$ cat src/rtl/cdb_arbiter.sv
// Round-robin CDB arbiter: combinational one-hot grant, registered broadcast on the next edge.
// Losing units are not buffered and must hold their request until acked; flush blocks grants for the cycle.
module cdb_arbiter #(
  parameter int  NUM_UNITS  = 4,
  parameter int  TAG_WIDTH  = 4,
  parameter int  DATA_WIDTH = 32,
  parameter int  CNT_WIDTH  = 16,
  localparam int PTR_WIDTH  = $clog2(NUM_UNITS)
) (
  input  logic                            clk,
  input  logic                            rst,
  input  logic                            flush,
  input  logic [NUM_UNITS-1:0]            req_valid,
  input  logic [NUM_UNITS*TAG_WIDTH-1:0]  req_tag,
  input  logic [NUM_UNITS*DATA_WIDTH-1:0] req_data,
  output logic [NUM_UNITS-1:0]            req_ack,
  output logic                            cdb_valid,
  output logic [TAG_WIDTH-1:0]            cdb_tag,
  output logic [DATA_WIDTH-1:0]           cdb_data,
  output logic [NUM_UNITS-1:0]            cdb_src,
  output logic [PTR_WIDTH-1:0]            rr_ptr,
  output logic [CNT_WIDTH-1:0]            conflict_cnt
);

  logic [PTR_WIDTH:0]   scan;
  logic [PTR_WIDTH-1:0] win;
  logic [PTR_WIDTH-1:0] next_ptr;
  logic                 found;
  logic                 grant;
  logic                 multi;

  // Scan from rr_ptr upward with modulo wrap; one extra bit keeps non-power-of-two counts exact.
  always_comb begin
    scan  = '0;
    win   = '0;
    found = 1'b0;
    for (int k = 0; k < NUM_UNITS; k++) begin
      scan = {1'b0, rr_ptr} + (PTR_WIDTH+1)'(k);
      if (scan >= (PTR_WIDTH+1)'(NUM_UNITS))
        scan = scan - (PTR_WIDTH+1)'(NUM_UNITS);
      if (!found && req_valid[scan[PTR_WIDTH-1:0]]) begin
        found = 1'b1;
        win   = scan[PTR_WIDTH-1:0];
      end
    end
  end

  // rst only gates the visible ack, so it never feeds a flop's data path.
  always_comb begin
    grant    = found & ~flush;
    multi    = |(req_valid & (req_valid - 1'b1));
    next_ptr = (win == PTR_WIDTH'(NUM_UNITS - 1)) ? '0 : win + 1'b1;
    req_ack  = '0;
    if (grant && !rst)
      req_ack = NUM_UNITS'(1) << win;
  end

  always_ff @(posedge clk or posedge rst) begin
    if (rst) begin
      cdb_valid    <= 1'b0;
      cdb_tag      <= '0;
      cdb_data     <= '0;
      cdb_src      <= '0;
      rr_ptr       <= '0;
      conflict_cnt <= '0;
    end else begin
      if (!flush && multi && conflict_cnt != {CNT_WIDTH{1'b1}})
        conflict_cnt <= conflict_cnt + 1'b1;
      if (grant) begin
        cdb_valid <= 1'b1;
        cdb_tag   <= req_tag[win*TAG_WIDTH +: TAG_WIDTH];
        cdb_data  <= req_data[win*DATA_WIDTH +: DATA_WIDTH];
        cdb_src   <= NUM_UNITS'(1) << win;
        rr_ptr    <= next_ptr;
      end else begin
        // Tag/data deliberately hold so idle cycles do not toggle the wide bus.
        cdb_valid <= 1'b0;
        cdb_src   <= '0;
      end
    end
  end

endmodule

$ cat config.mk
export PLATFORM = sky130hd
export DESIGN_NAME = cdb_arbiter
export DESIGN_NICKNAME = d
export VERILOG_FILES = /design/src/rtl/cdb_arbiter.sv
export SDC_FILE = /design/constraint.sdc
export NUM_CORES = 1
export LEC_CHECK = 0
export CORE_ASPECT_RATIO = 1.4
export CORE_MARGIN = 10
export CORE_UTILIZATION = 25
export CTS_CLUSTER_SIZE = 28
export DETAILED_ROUTE_END_ITERATION = 12
export GPL_TIMING_DRIVEN = 0
export PLACE_DENSITY = 0.55
export RECOVER_POWER = 100
export SLEW_MARGIN = 10
export SYNTH_ARGS = -nofsm -noshare
export SYNTH_HDL_FRONTEND = slang
export SYNTH_SLANG_ARGS = --single-unit
$ cat constraint.sdc
create_clock -name clk -period 4.6 [get_ports clk]
set_input_delay 0.92 -clock clk [delete_from_list [all_inputs] [get_ports clk]]
set_output_delay 0.92 -clock clk [all_outputs]
set_load 0.005 [all_outputs]
* After elaboration in Yosys (flattened, before gate mapping)
Index checks and enable logic that the tools add are counted.
Operators by class: shifts and indexed selects 3, div/mod/pow operators 0, equality and inequality tests 2, multipliers 0, $lt $le $gt $ge 8, multiplexer cells 24, bitwise operators 3, reductions and logical operators 12, add/subtract/negate cells 10
Operators with widths (number):
- 128-bit by 8-bit indexed part select with 32-bit output | 1
- 2-bit 2-to-1 mux | 9
- 16-bit by 1-bit adder with 16-bit output, second input constant | 1
- 16-bit != test, second input constant | 1
- 16-bit by 5-bit indexed part select with 4-bit output | 1
- 2-bit by 3-bit less-than comparator with 1-bit output, second input constant | 4
- 3-bit >= comparator, second input constant | 3
- 1-bit 2-to-1 mux | 9
- 1-bit binary-select mux with 2-bit select | 4
- 4-bit 2-to-1 mux | 2
- 2-bit by 1-bit subtractor with 2-bit output, second input constant | 4
- 2-bit by 2-bit adder with 3-bit output, second input constant | 2
- 1-bit logical AND | 6
- 1-bit logical NOT | 5
- 4-bit AND | 1
- 4-bit OR reduction | 1
- 1-bit by 2-bit left shift with 4-bit output, first input constant | 1
- 4-bit by 1-bit subtractor with 4-bit output, second input constant | 1
- 2-bit by 1-bit adder with 3-bit output, second input constant | 1
- 2-bit by 3-bit >= comparator with 1-bit output, second input constant | 1
- 2-bit by 1-bit adder with 2-bit output, second input constant | 1
- 2-bit equality test, second input constant | 1
- 1-bit AND | 1
- 1-bit inverter | 1
Word-level totals: memories 0, input bits 151, bits in latches 0, ROM bits 0, word-level logic and storage cells 68, memory bits (writable) 0, register bits 59

* Longest topological paths before layout
Gate-level depths: netlist of the first run.
depth after elaboration 17, mapped depth 8, mapped depth without buffers 7

* Worst setup path before layout of the first run
No wires, ideal clock.
kind input to output, from in rst, to out req_ack[0], arrival time 2516 ps, required time 3680 ps, slack 1164 ps, stages 2, cells stage by stage inv_1 > and3_1
On the way: cells in the longest elaborated chain, start to end 3
Ends and longest elaborated chain:
- start, declared | line 11 | input logic rst,
- 1-bit logical NOT (no line)
- 1-bit logical AND | line 54 | if (grant && !rst)
- 4-bit 2-to-1 mux | line 54
- end, declared | line 16 | output logic [NUM_UNITS-1:0] req_ack,
Every way passes these cells.

* Worst setup path after layout of the first run
from in req_valid[1], to out req_ack[2]
On the way: cells in the longest elaborated chain, start to end 15, elaborated cells between the ends (all ways) 26, those cells by class shift (1); mux (17); bitwise (1); reduce/logical (7)
Ends and longest elaborated chain:
- start, declared | line 13 | input logic [NUM_UNITS-1:0] req_valid,
- 1-bit binary-select mux with 2-bit select | line 41 | if (!found && req_valid[scan[PTR_WIDTH-1:0]]) begin
- 1-bit 2-to-1 mux (not written as such) | line 41
- 1-bit 2-to-1 mux | line 41
- 1-bit logical NOT | line 41
- 1-bit logical AND | line 41
- 1-bit 2-to-1 mux | line 41
- 1-bit logical NOT | line 41
- 1-bit logical AND | line 41
- 1-bit 2-to-1 mux | line 41
- 1-bit logical NOT | line 41
- 1-bit logical AND | line 41
- 1-bit 2-to-1 mux | line 41
- 1-bit AND | line 50 | grant = found & ~flush;
- 1-bit logical AND | line 54
- 4-bit 2-to-1 mux (*) | line 54
Mark *: on every way between the ends. The rest lies on a longest branch, timed or not. The select of a mux whose other input is x is not followed.

==> results of run 1 <==
[where the power goes]
part	total, mW	internal [mW]	switching, mW
registers	0.805	0.683	0.122
logic	1.17	0.641	0.530
clock network	0.697	0.464	0.233
[synthesized netlist by cell type (all sizes together), types with 3 or more instances]
library cell,count
nor2,12
buf,16
xor2,6
o2bb2ai,36
a21oi,38
and2,3
xnor2,9
nand2,11
nand3,7
ha,4
a21o,3
nand4,5
dfrtp,59
nor3,3
inv,5
clkbuf,4
mux2i,73
and3,5
[metal layers]
metal,part of all wire (%),vias up
li1,-,1628
met1,37,1668
met2,55,116
met3,5.6,20
met4,2.2,0
met5,0,-
[final cells by class]
class	instances	area (µm²)	share of cell area [%]
Timing Repair Buffer	213	2130	34.4
Multi-Input combinational cell	230	1890	30.5
Sequential cell	59	1480	23.8
Clock buffer	15	278	4.48
Tap cell	185	231	3.73
Buffer	20	135	2.18
Clock inverter	1	30.0	0.484
Inverter	6	30.0	0.484
[state kept, by name, indices dropped and copies added (netlist names)]
register	flops
cdb_data	32
conflict_cnt	16
cdb_src	4
cdb_tag	4
rr_ptr	2
cdb_valid	1
[stage by stage]
step	power (mW)	hold WS [ns]	utilization (%)	std cells	instance area (µm²)
6_report	2.67	0.496	44.6	729	6200
4_1_cts	2.80	0.497	44.8	729	6230
3_5_place_dp	2.09	0.490	42.6	713	5930
2_1_floorplan	1.40	0.488	-	315	3560
3_3_place_gp	2.07	0.488	42.6	713	5920
5_1_grt	2.84	0.520	44.6	729	6200
[logic make-up after synthesis]
group	Yosys count
compound gates	85
mux	74
flops	59
simple gates	52
buf+inv	26
xor+xnor	15
fa+ha+maj	4
[critical path, stage by stage]
cell and delay, ns:
dlygate4sd3_1 0.64, or3b_1 0.39, o21ai_2 0.10, nor2_2 0.09
clkinv_4 0.13, buf_4 0.28, ha_1 0.19, and3_1 0.15
clkdlybuf4s50_1 0.52
[how the worst min path moves through the flow]
stage | startpoint | to | slack [ns] | cells past startpoint
2_1_floorplan | conflict_cnt[15] | conflict_cnt[15] | 0.49 | 1
3_3_place_gp | conflict_cnt[15] | conflict_cnt[15] | 0.49 | 1
3_5_place_dp | conflict_cnt[15] | conflict_cnt[15] | 0.49 | 1
4_1_cts | conflict_cnt[15] | conflict_cnt[15] | 0.50 | 1
5_1_grt | conflict_cnt[15] | conflict_cnt[15] | 0.52 | 1
6_report | conflict_cnt[15] | conflict_cnt[15] | 0.50 | 1
==> summary.md, run 1 <==
| Metric | Value |
|---|---|
| Fill cell count | ~1400 |
| Synthesized cell area | approximately 3600 µm² |
| Ant diodes | 0 |
| First-pass GRT wire length | approximately 23000 µm |
| Via count | around 3400 |
| Primary FF master, synth | dfrtp_1 |
| Gpl congestion | 0.795 |
| GR Util met2 | ~28% |
| Max Freq | about 230 MHz |
| PwrDens | approximately 430 nW/µm² |
| Largest cells by area after synthesis | dfrtp_1, mux2i_1, o2bb2ai_1, a21oi_2, xnor2_1 |
| Initial DRC count | 60 |
| Peak VDD IR | about 0.19 mV |
| Site row count | 51 |
| Largest family of logic cells by synthesized area | multiplexers |
| Core ar. | roughly 14000 µm² |
| CP Capture Type | output pin |
| Reg2Reg Setup Slack | ~2.3 ns |
| Max Cap Viol | 0 |
| Number of CTS-inserted buffers | 9 |
| Worst EP arrival | ~3.4 ns |
| Status | complete, no violations |
| Crit start category | input port |
| Layout area overhead | 74.2% |
| Most common cell after layout, fill and taps aside | clkdlybuf4s50_1 |
| Multiplexer share of the synthesized area | 20.8% |
| Layout cell share with drive strength beyond 1 | between 10% and 20% |
| Max_slew headroom | between 30% and 40% |
| Routed WL per cell | about 20 µm |
| Worst reg2reg startpoint | rr_ptr[1] |
| Number of synthesized flops with an enable pin | 0 |
| DIE HEIGHT | around 160 µm |
| Worst setup startpoint | req_valid[1] |
| Xor/xnor share of the synthesized area | 3.69% |
| RSZ-0062 raised after global routing | no |
| GRT Total Usage | 15.1% |
| Die area | 19500 µm² |
| Post-synth top area cell | dfrtp_1 |
| Compound-Gate Fraction of Synth Area | between 10% and 20% |
| Grt ovf | 0 |
| Post-DP HPWL | between 10000 and 15000 µm |
| Pre-antenna DRT Iters | 4 |
| Initial antenna violation count | 0 |
| Root buffer cell | clkbuf_16 |
| H-tree depth | 3 |
| Final WL | 14900 µm |
| Critical Path RT | around 3.7 ns |
| Synth warn | 0 |
| Vias/cell | about 4.7 |
| Actual slew at the worst max-slew pin | approximately 0.92 ns |
| Crit Path Class | in2out |
| Seq/Total Area, Yosys | 41.5% |
| Type of the tightest min-delay check | reg2reg |
| #FFs+latches synth | 59 |
| IO Port Bufs | 213 |
| GR Util met1 | between 10% and 20% |
| CTS Hold Buffers Added | 0 |
| Library cells used by synthesis | 42 |
| Reg2reg path depth | 7 |
| Leak | 2.59 nW |
| Met3 Usage GRT | 4.33% |
| Busiest grt layer | met2 |
| Min setup slack post-route | between 0.2 and 0.3 ns |
| Simple-Gate Fraction of Synth Area | under 10% |
| Max-slew violations | 0 |
| Tmin final | roughly 4.3 ns |
| FFs w/ async S/R, synth | 100% |
| Clk slew on worst S/H paths | roughly 0.050 ns |
| Final-report setup violation count | 0 |
| Endpoints failing hold | 0 |
| Clk_skew | between 0.007 and 0.008 ns |
| Die Wd | between 100 and 150 µm |
| ANT nets after route | 0 |
| I/O pins | between 200 and 250 |
| CTS Sinks | slightly below 60 |
| Post-CTS setup buffer count | 0 |
| CTS tree | built |
| Resize count post-CTS | 0 |
| Final TNS setup | 0 ns |
| Last element of the critical path | req_ack[2] |
| Layout net count | between 600 and 700 |
| Synth top area share | roughly 41% |
| Initial Utilization | about a quarter |
| Gate Count Post-Synth | around 320 |
| Dpl ws | between 0.3 and 0.4 ns |
| Adder-cell share of the synthesized area | ~1.4% |
| Reg2reg end | cdb_data[1] |
| Tcrit/Tclk final | a little over nine tenths |
| Vias in the first global route | roughly 3800 |
| Most frequent cells in the layout | clkdlybuf4s50_1, mux2i_1, dlygate4sd3_1 |
| Largest net degree at the start of global routing | 63 |
| Clock Latency Late Sink | 0.33 ns |
| Syn_nets | 470 |
| CTS max path bufs | 2 |
| Max Fanout on Critical Path | 11 |
| DRC Markers | 0 |
| Syn_area_per_cell | between 10 and 15 µm² |
Power figures use the tool's default switching activity.
==> inputs of run 2 (changes only) <==
clock period = 4.23 ns   (was 4.6 ns; I/O delays follow)
==> summary.md, run 2 (synthesis results as in run 1) <==
| Metric | Value |
|---|---|
| Status | complete, no violations (unchanged) |
| CTS Sinks | 59 (unchanged) |
| Pint | 1.94 mW (was 1.79 mW) |
| CTS max path bufs | 2 (unchanged) |
| Placed Area | 5930 µm² (unchanged) |
| GRT Total Usage | 15.1% (unchanged) |
| WHS | 0.496 ns (about the same) |
| Number of CTS-inserted buffers | 9 (unchanged) |
| Vias in the first global route | 3760 (unchanged) |
| Resize count post-CTS | 0 (unchanged) |
| Post-DP HPWL | 12100 µm (unchanged) |
| Die Wd | 121 µm (unchanged) |
| Layout net count | 693 (was 694) |
| Largest net degree at the start of global routing | 63 (unchanged) |
| DIE HEIGHT | 161 µm (unchanged) |
| Site row count | 51 (unchanged) |
| Tmin final | 4.03 ns |
| DRC Markers | 0 (unchanged) |
| Max-slew violations | 0 (unchanged) |
| Final core occ | 44.5% (was 44.6%) |
| Largest Register | cdb_data (unchanged) |
| Switching share of power | 33.1% (about the same) |
| CP Capture Type | output pin (unchanged) |
| Leak | 2.58 nW (was 2.59 nW) |
| Placed insts | 713 (unchanged) |
| Crit Path Class | in2out (unchanged) |
| Initial Utilization | 25.6% (unchanged) |
| Fill cell count | 1369 (unchanged) |
| Most frequent cells in the layout | clkdlybuf4s50_1, mux2i_1, dlygate4sd3_1 (unchanged) |
| Post-CTS setup buffer count | 0 (unchanged) |
| Die area | 19500 µm² (unchanged) |
| Clk_skew | 0.00740 ns (was 0.00768 ns) |
| H-tree depth | 3 (unchanged) |
| Post-Layout Cell Count | 728 (was 729) |
| Critical Path RT | 3.38 ns (was 3.68 ns) |
| Seq pwr share | 30.2% (was 30.1%) |
| Layout area overhead | 74.0% (was 74.2%) |
| First-pass GRT wire length | 22600 µm (unchanged) |
| Combinational Power Share | 43.7% (was 43.8%) |
| PwrDens | 468 nW/µm² (was 431 nW/µm²) |
| CTS tree | built (unchanged) |
| Max reg flops | 32 (unchanged) |
| Clk pwr share | 26.1% (about the same) |
| Grt ovf | 0 (unchanged) |
| Worst EP arrival | 3.19 ns (was 3.41 ns) |
| Most common cell after layout, fill and taps aside | clkdlybuf4s50_1 (unchanged) |
| Via count | 3437 (was 3432) |
| Clk slew on worst S/H paths | 0.05 ns (about the same) |
| Max Freq | 248 MHz |
| Gpl congestion | 0.795 (unchanged) |
| ANT nets after route | 0 (unchanged) |
| Tcrit/Tclk final | between 90% and 100% |
| Max Fanout on Critical Path | 20 (was 11) |
| Biggest regs | cdb_data (32), conflict_cnt (16) (unchanged) |
| Ant diodes | 0 (unchanged) |
| Routed WL per cell | 20.4 µm (about the same) |
| Overall power | 2.90 mW (was 2.67 mW) |
| Max Cap Viol | 0 (unchanged) |
| IO Port Bufs | 213 (unchanged) |
| Pre-antenna DRT Iters | 4 (unchanged) |
| Final instance area | 6190 µm² (was 6200 µm²) |
| Type of the tightest min-delay check | reg2reg (unchanged) |
| Peak VDD IR | 0.206 mV (was 0.189 mV) |
| I/O pins | 214 (unchanged) |
| Root buffer cell | clkbuf_16 (unchanged) |
| Clock Latency Late Sink | 0.33 ns (about the same) |
| Endpoints failing hold | 0 (unchanged) |
| Initial antenna violation count | 0 (unchanged) |
| Actual slew at the worst max-slew pin | 0.928 ns (was 0.919 ns) |
| Vias/cell | 4.72 (was 4.71) |
| CTS Hold Buffers Added | 0 (unchanged) |
| Switching power | 0.959 mW (was 0.884 mW) |
| RSZ-0062 raised after global routing | no (unchanged) |
| Layout cell share with drive strength beyond 1 | 10.5% (was 10.7%) |
| Core ar. | 13900 µm² (unchanged) |
| Max_slew headroom | 37.3% (was 37.9%) |
| Crit start category | input port (unchanged) |
| Final-report setup violation count | 0 (unchanged) |
| Initial DRC count | 68 (was 60) |
| Final WL | 14900 µm (about the same) |
run 2: cell count changes in the layout (fill, tap and decap cells not counted), sizes merged:
cell	before	now
clkdlybuf4s50	149	150
inv	5	6
clkinv	1	0
dlygate4sd3	64	63
buf	11	10
run 2: power by group through the flow:
| stage | clock network [mW] | logic [mW] | registers (mW) |
|---|---|---|---|
| after floorplan | 0 | 0.638 | 0.887 |
| after global placement | 0 | 1.37 | 0.882 |
| after detailed placement | 0 | 1.38 | 0.890 |
| after CTS | 0.776 | 1.38 | 0.886 |
| after global routing | 0.803 | 1.38 | 0.902 |
| final | 0.758 | 1.27 | 0.876 |
run 2: path summary, 6_finish.rpt:
path,startpoint,depth (start not counted),slack [ns],endpoint
max,req_valid[2],8,0.20,req_ack[2]
min,conflict_cnt[15],1,0.50,conflict_cnt[15]
max reg2reg,rr_ptr[1],7,1.91,cdb_data[1]
min reg2reg,conflict_cnt[15],1,0.50,conflict_cnt[15]
max in group asynchronous,rst,2,2.53,cdb_data[11]
min in group asynchronous,rst,2,1.19,cdb_valid
run 2: through the flow:
| step | setup slack [ns] | setup TNS, ns |
|---|---|---|
| floorplan | 0.942 | 0 |
| global placement | -0.713 | -2.13 |
| detailed placement | 0.0951 | 0 |
| CTS | 0.0852 | 0 |
| global route | 0.0524 | 0 |
| finish | 0.195 | 0 |
run 2: layout make-up:
cell class                 count  area [µm²]  share of cell area [%]
buffer                        19         128                    2.06
clock inverter                 1        30.0                   0.485
timing repair buffer         213        2130                    34.4
clock buffer                  15         278                    4.49
inverter                       6        27.5                   0.445
tap                          185         231                    3.74
sequential                    59        1480                    23.8
multi-input combinational    230        1890                    30.5
run 2: per-layer routing:
| layer | share of wire [%] | GRT usage [%] | vias to the layer above |
|---|---|---|---|
| met4 | 2.3 | 5.45 | 0 |
| met1 | 37 | 15.7 | 1670 |
| li1 | - | - | 1624 |
| met5 | 0 | 0 | - |
| met3 | 5.7 | 4.33 | 24 |
| met2 | 55 | 27.7 | 119 |
run 2: worst max-delay path, stage by stage:
cell	delay (ns)
clkdlybuf4s50_1	0.57
or3b_1	0.38
o21ai_2	0.10
nor2_2	0.09
inv_4	0.31
ha_1	0.22
and3_1	0.15
clkdlybuf4s50_1	0.51
==> inputs of run 3 (changes only) <==
--- a/config.mk
+++ b/config.mk
@@ -13,2 +13,3 @@
 export GPL_TIMING_DRIVEN = 0
+export MAX_ROUTING_LAYER = met4
 export PLACE_DENSITY = 0.55
==> constraint.sdc (replaced) <==
create_clock -name clk -period 4.23 [get_ports clk]
set_input_delay 1.269 -clock clk [delete_from_list [all_inputs] [get_ports clk]]
set_output_delay 1.269 -clock clk [all_outputs]
set_load 0.005 [all_outputs]
==> summary.md, run 3 (synthesis results as in run 1) <==
| Metric | Value |
|---|---|
| Switching share of power | 33.1% (about the same) |
| Vias in the first global route | 3788 (was 3760) |
| Initial Utilization | 25.6% (unchanged) |
| Grt ovf | 0 (unchanged) |
| Critical Path RT | 2.96 ns (was 3.38 ns) |
| Largest net degree at the start of global routing | 63 (unchanged) |
| Largest Register | cdb_data (unchanged) |
| Via count | 3423 (was 3437) |
| Dpl ws | -0.751 ns (was 0.0951 ns) |
| Worst reg2reg startpoint | rr_ptr[1] (unchanged) |
| Die area | 19500 µm² (unchanged) |
| Most frequent cells in the layout | clkdlybuf4s50_1, mux2i_1, dlygate4sd3_1 (unchanged) |
| Leak | 2.63 nW (was 2.58 nW) |
| Reg2Reg Setup Slack | 1.88 ns (was 1.91 ns) |
| Peak VDD IR | 0.206 mV (about the same) |
| Clk_skew | 0.00757 ns (was 0.00740 ns) |
| Initial antenna violation count | 0 (unchanged) |
| Site row count | 51 (unchanged) |
| Max_slew headroom | 37.6% (was 37.3%) |
| Worst EP arrival | 2.83 ns (was 3.19 ns) |
| Reg2reg end | cdb_data[1] (unchanged) |
| Max reg flops | 32 (unchanged) |
| Clk slew on worst S/H paths | 0.05 ns (about the same) |
| Vias/cell | 4.68 (was 4.72) |
| Tmin final | 4.10 ns (was 4.03 ns) |
| Post-DP HPWL | 12100 µm (unchanged) |
| Core ar. | 13900 µm² (unchanged) |
| Switching power | 0.965 mW (was 0.959 mW) |
| Biggest regs | cdb_data (32), conflict_cnt (16) (unchanged) |
| CTS tree | built (unchanged) |
| Gpl congestion | 0.807 (was 0.795) |
| Clock Latency Late Sink | 0.33 ns (about the same) |
| Reg2reg path depth | 7 (unchanged) |
| Crit start category | input port (unchanged) |
| Final WL | 15000 µm (was 14900 µm) |
| Final instance area | 6230 µm² (was 6190 µm²) |
| Placed insts | 713 (unchanged) |
| DIE HEIGHT | 161 µm (unchanged) |
| Layout cell share with drive strength beyond 1 | 11.5% (was 10.5%) |
| Number of CTS-inserted buffers | 9 (unchanged) |
| Max Fanout on Critical Path | 2 (was 20) |
| Last element of the critical path | req_ack[1] (was req_ack[2]) |
| CP Capture Type | output pin (unchanged) |
| CTS Hold Buffers Added | 0 (unchanged) |
| Status | complete, no violations (unchanged) |
| DRC Markers | 0 (unchanged) |
| Layout area overhead | 74.9% (was 74.0%) |
| Crit Path Class | in2out (unchanged) |
| PwrDens | 469 nW/µm² (was 468 nW/µm²) |
| Worst setup startpoint | rst (was req_valid[2]) |
| Overall power | 2.92 mW (was 2.90 mW) |
| Max Freq | 244 MHz (was 248 MHz) |
| Seq pwr share | 30.0% (was 30.2%) |
| Combinational Power Share | 44.1% (was 43.7%) |
| First-pass GRT wire length | 22600 µm (about the same) |
| IO Port Bufs | 213 (unchanged) |
| Ant diodes | 0 (unchanged) |
| RSZ-0062 raised after global routing | no (unchanged) |
| Final-report setup violation count | 0 (unchanged) |
| Min setup slack post-route | 0.131 ns (was 0.195 ns) |
| Actual slew at the worst max-slew pin | 0.924 ns (was 0.928 ns) |
| ANT nets after route | 0 (unchanged) |
| CTS max path bufs | 2 (unchanged) |
| Post-Layout Cell Count | 732 (was 728) |
| I/O pins | 214 (unchanged) |
| Pint | 1.95 mW (was 1.94 mW) |
| Initial DRC count | 59 (was 68) |
| Pre-antenna DRT Iters | 4 (unchanged) |
| H-tree depth | 3 (unchanged) |
| Layout net count | 697 (was 693) |
| Clk pwr share | 25.9% (was 26.1%) |
| GRT Total Usage | 15.5% (was 15.1%) |
| Die Wd | 121 µm (unchanged) |
| Root buffer cell | clkbuf_16 (unchanged) |
| Max-slew violations | 0 (unchanged) |
| Endpoints failing hold | 0 (unchanged) |
| Tcrit/Tclk final | 96.9% (was 95.4%) |
| Placed Area | 5930 µm² (unchanged) |
| CTS Sinks | 59 (unchanged) |
| Routed WL per cell | 20.4 µm (about the same) |
| Most common cell after layout, fill and taps aside | clkdlybuf4s50_1 (unchanged) |
| Type of the tightest min-delay check | reg2reg (unchanged) |
| Max Cap Viol | 0 (unchanged) |
==> run 3: critical path: stages <==
cell and delay (ns):
dlygate4sd3_1 0.66, nor4_1 0.28, dlygate4sd3_1 0.62
==> run 3: per-stage QoR <==
step,setup TNS (ns),util [%],hold WS (ns)
6_report,0,44.8,0.495
4_1_cts,0,45.1,0.497
3_5_place_dp,-2.11,42.6,0.490
2_1_floorplan,0,-,0.488
5_1_grt,0,44.8,0.520
3_3_place_gp,-4.91,42.6,0.488
==> run 3: worst min path at each step <==
| stage | slack [ns] | end | startpoint | cells after the start |
|---|---|---|---|---|
| finish | 0.49 | conflict_cnt[15] | conflict_cnt[15] | 1 |
| global placement | 0.49 | conflict_cnt[15] | conflict_cnt[15] | 1 |
| CTS | 0.50 | conflict_cnt[15] | conflict_cnt[15] | 1 |
| floorplan | 0.49 | conflict_cnt[15] | conflict_cnt[15] | 1 |
| detailed placement | 0.49 | conflict_cnt[15] | conflict_cnt[15] | 1 |
| global route | 0.52 | conflict_cnt[15] | conflict_cnt[15] | 1 |
==> run 3: repair_timing <==
action,CTS,global route
endpoints found under the hold margin,0,0
gates cloned,1,0
pin swaps,1,1
resized for setup,17,3
setup endpoints to repair,4,2
buffers inserted,3,0
==> run 3: power groups by stage <==
stage	logic [mW]	clock network (mW)	registers [mW]
floorplan	0.638	0	0.887
global placement	1.37	0	0.882
detailed placement	1.38	0	0.890
CTS	1.40	0.776	0.886
global route	1.40	0.804	0.904
finish	1.29	0.756	0.876
==> run 3: metal layers <==
layer / global-route usage (%) / part of all wire [%] / vias to the layer above
met5: - / 0 / -
met4: 5.39 / 2.1 / 0
met3: 3.91 / 5.0 / 18
met2: 27.9 / 55 / 115
met1: 16.0 / 38 / 1655
li1: - / - / 1635
==> run 3: area by class of cell <==
cell class | instances | area [µm²]
inverters | 6 | 36.3
plain buffers | 19 | 128
well taps | 185 | 231
multi-input cells | 230 | 1900
clock buffers | 15 | 278
clock inverters | 1 | 30.0
repair buffers | 216 | 2150
repair inverters | 1 | 5.00
flip-flops and latches | 59 | 1480
fillers | 1377 | 7680
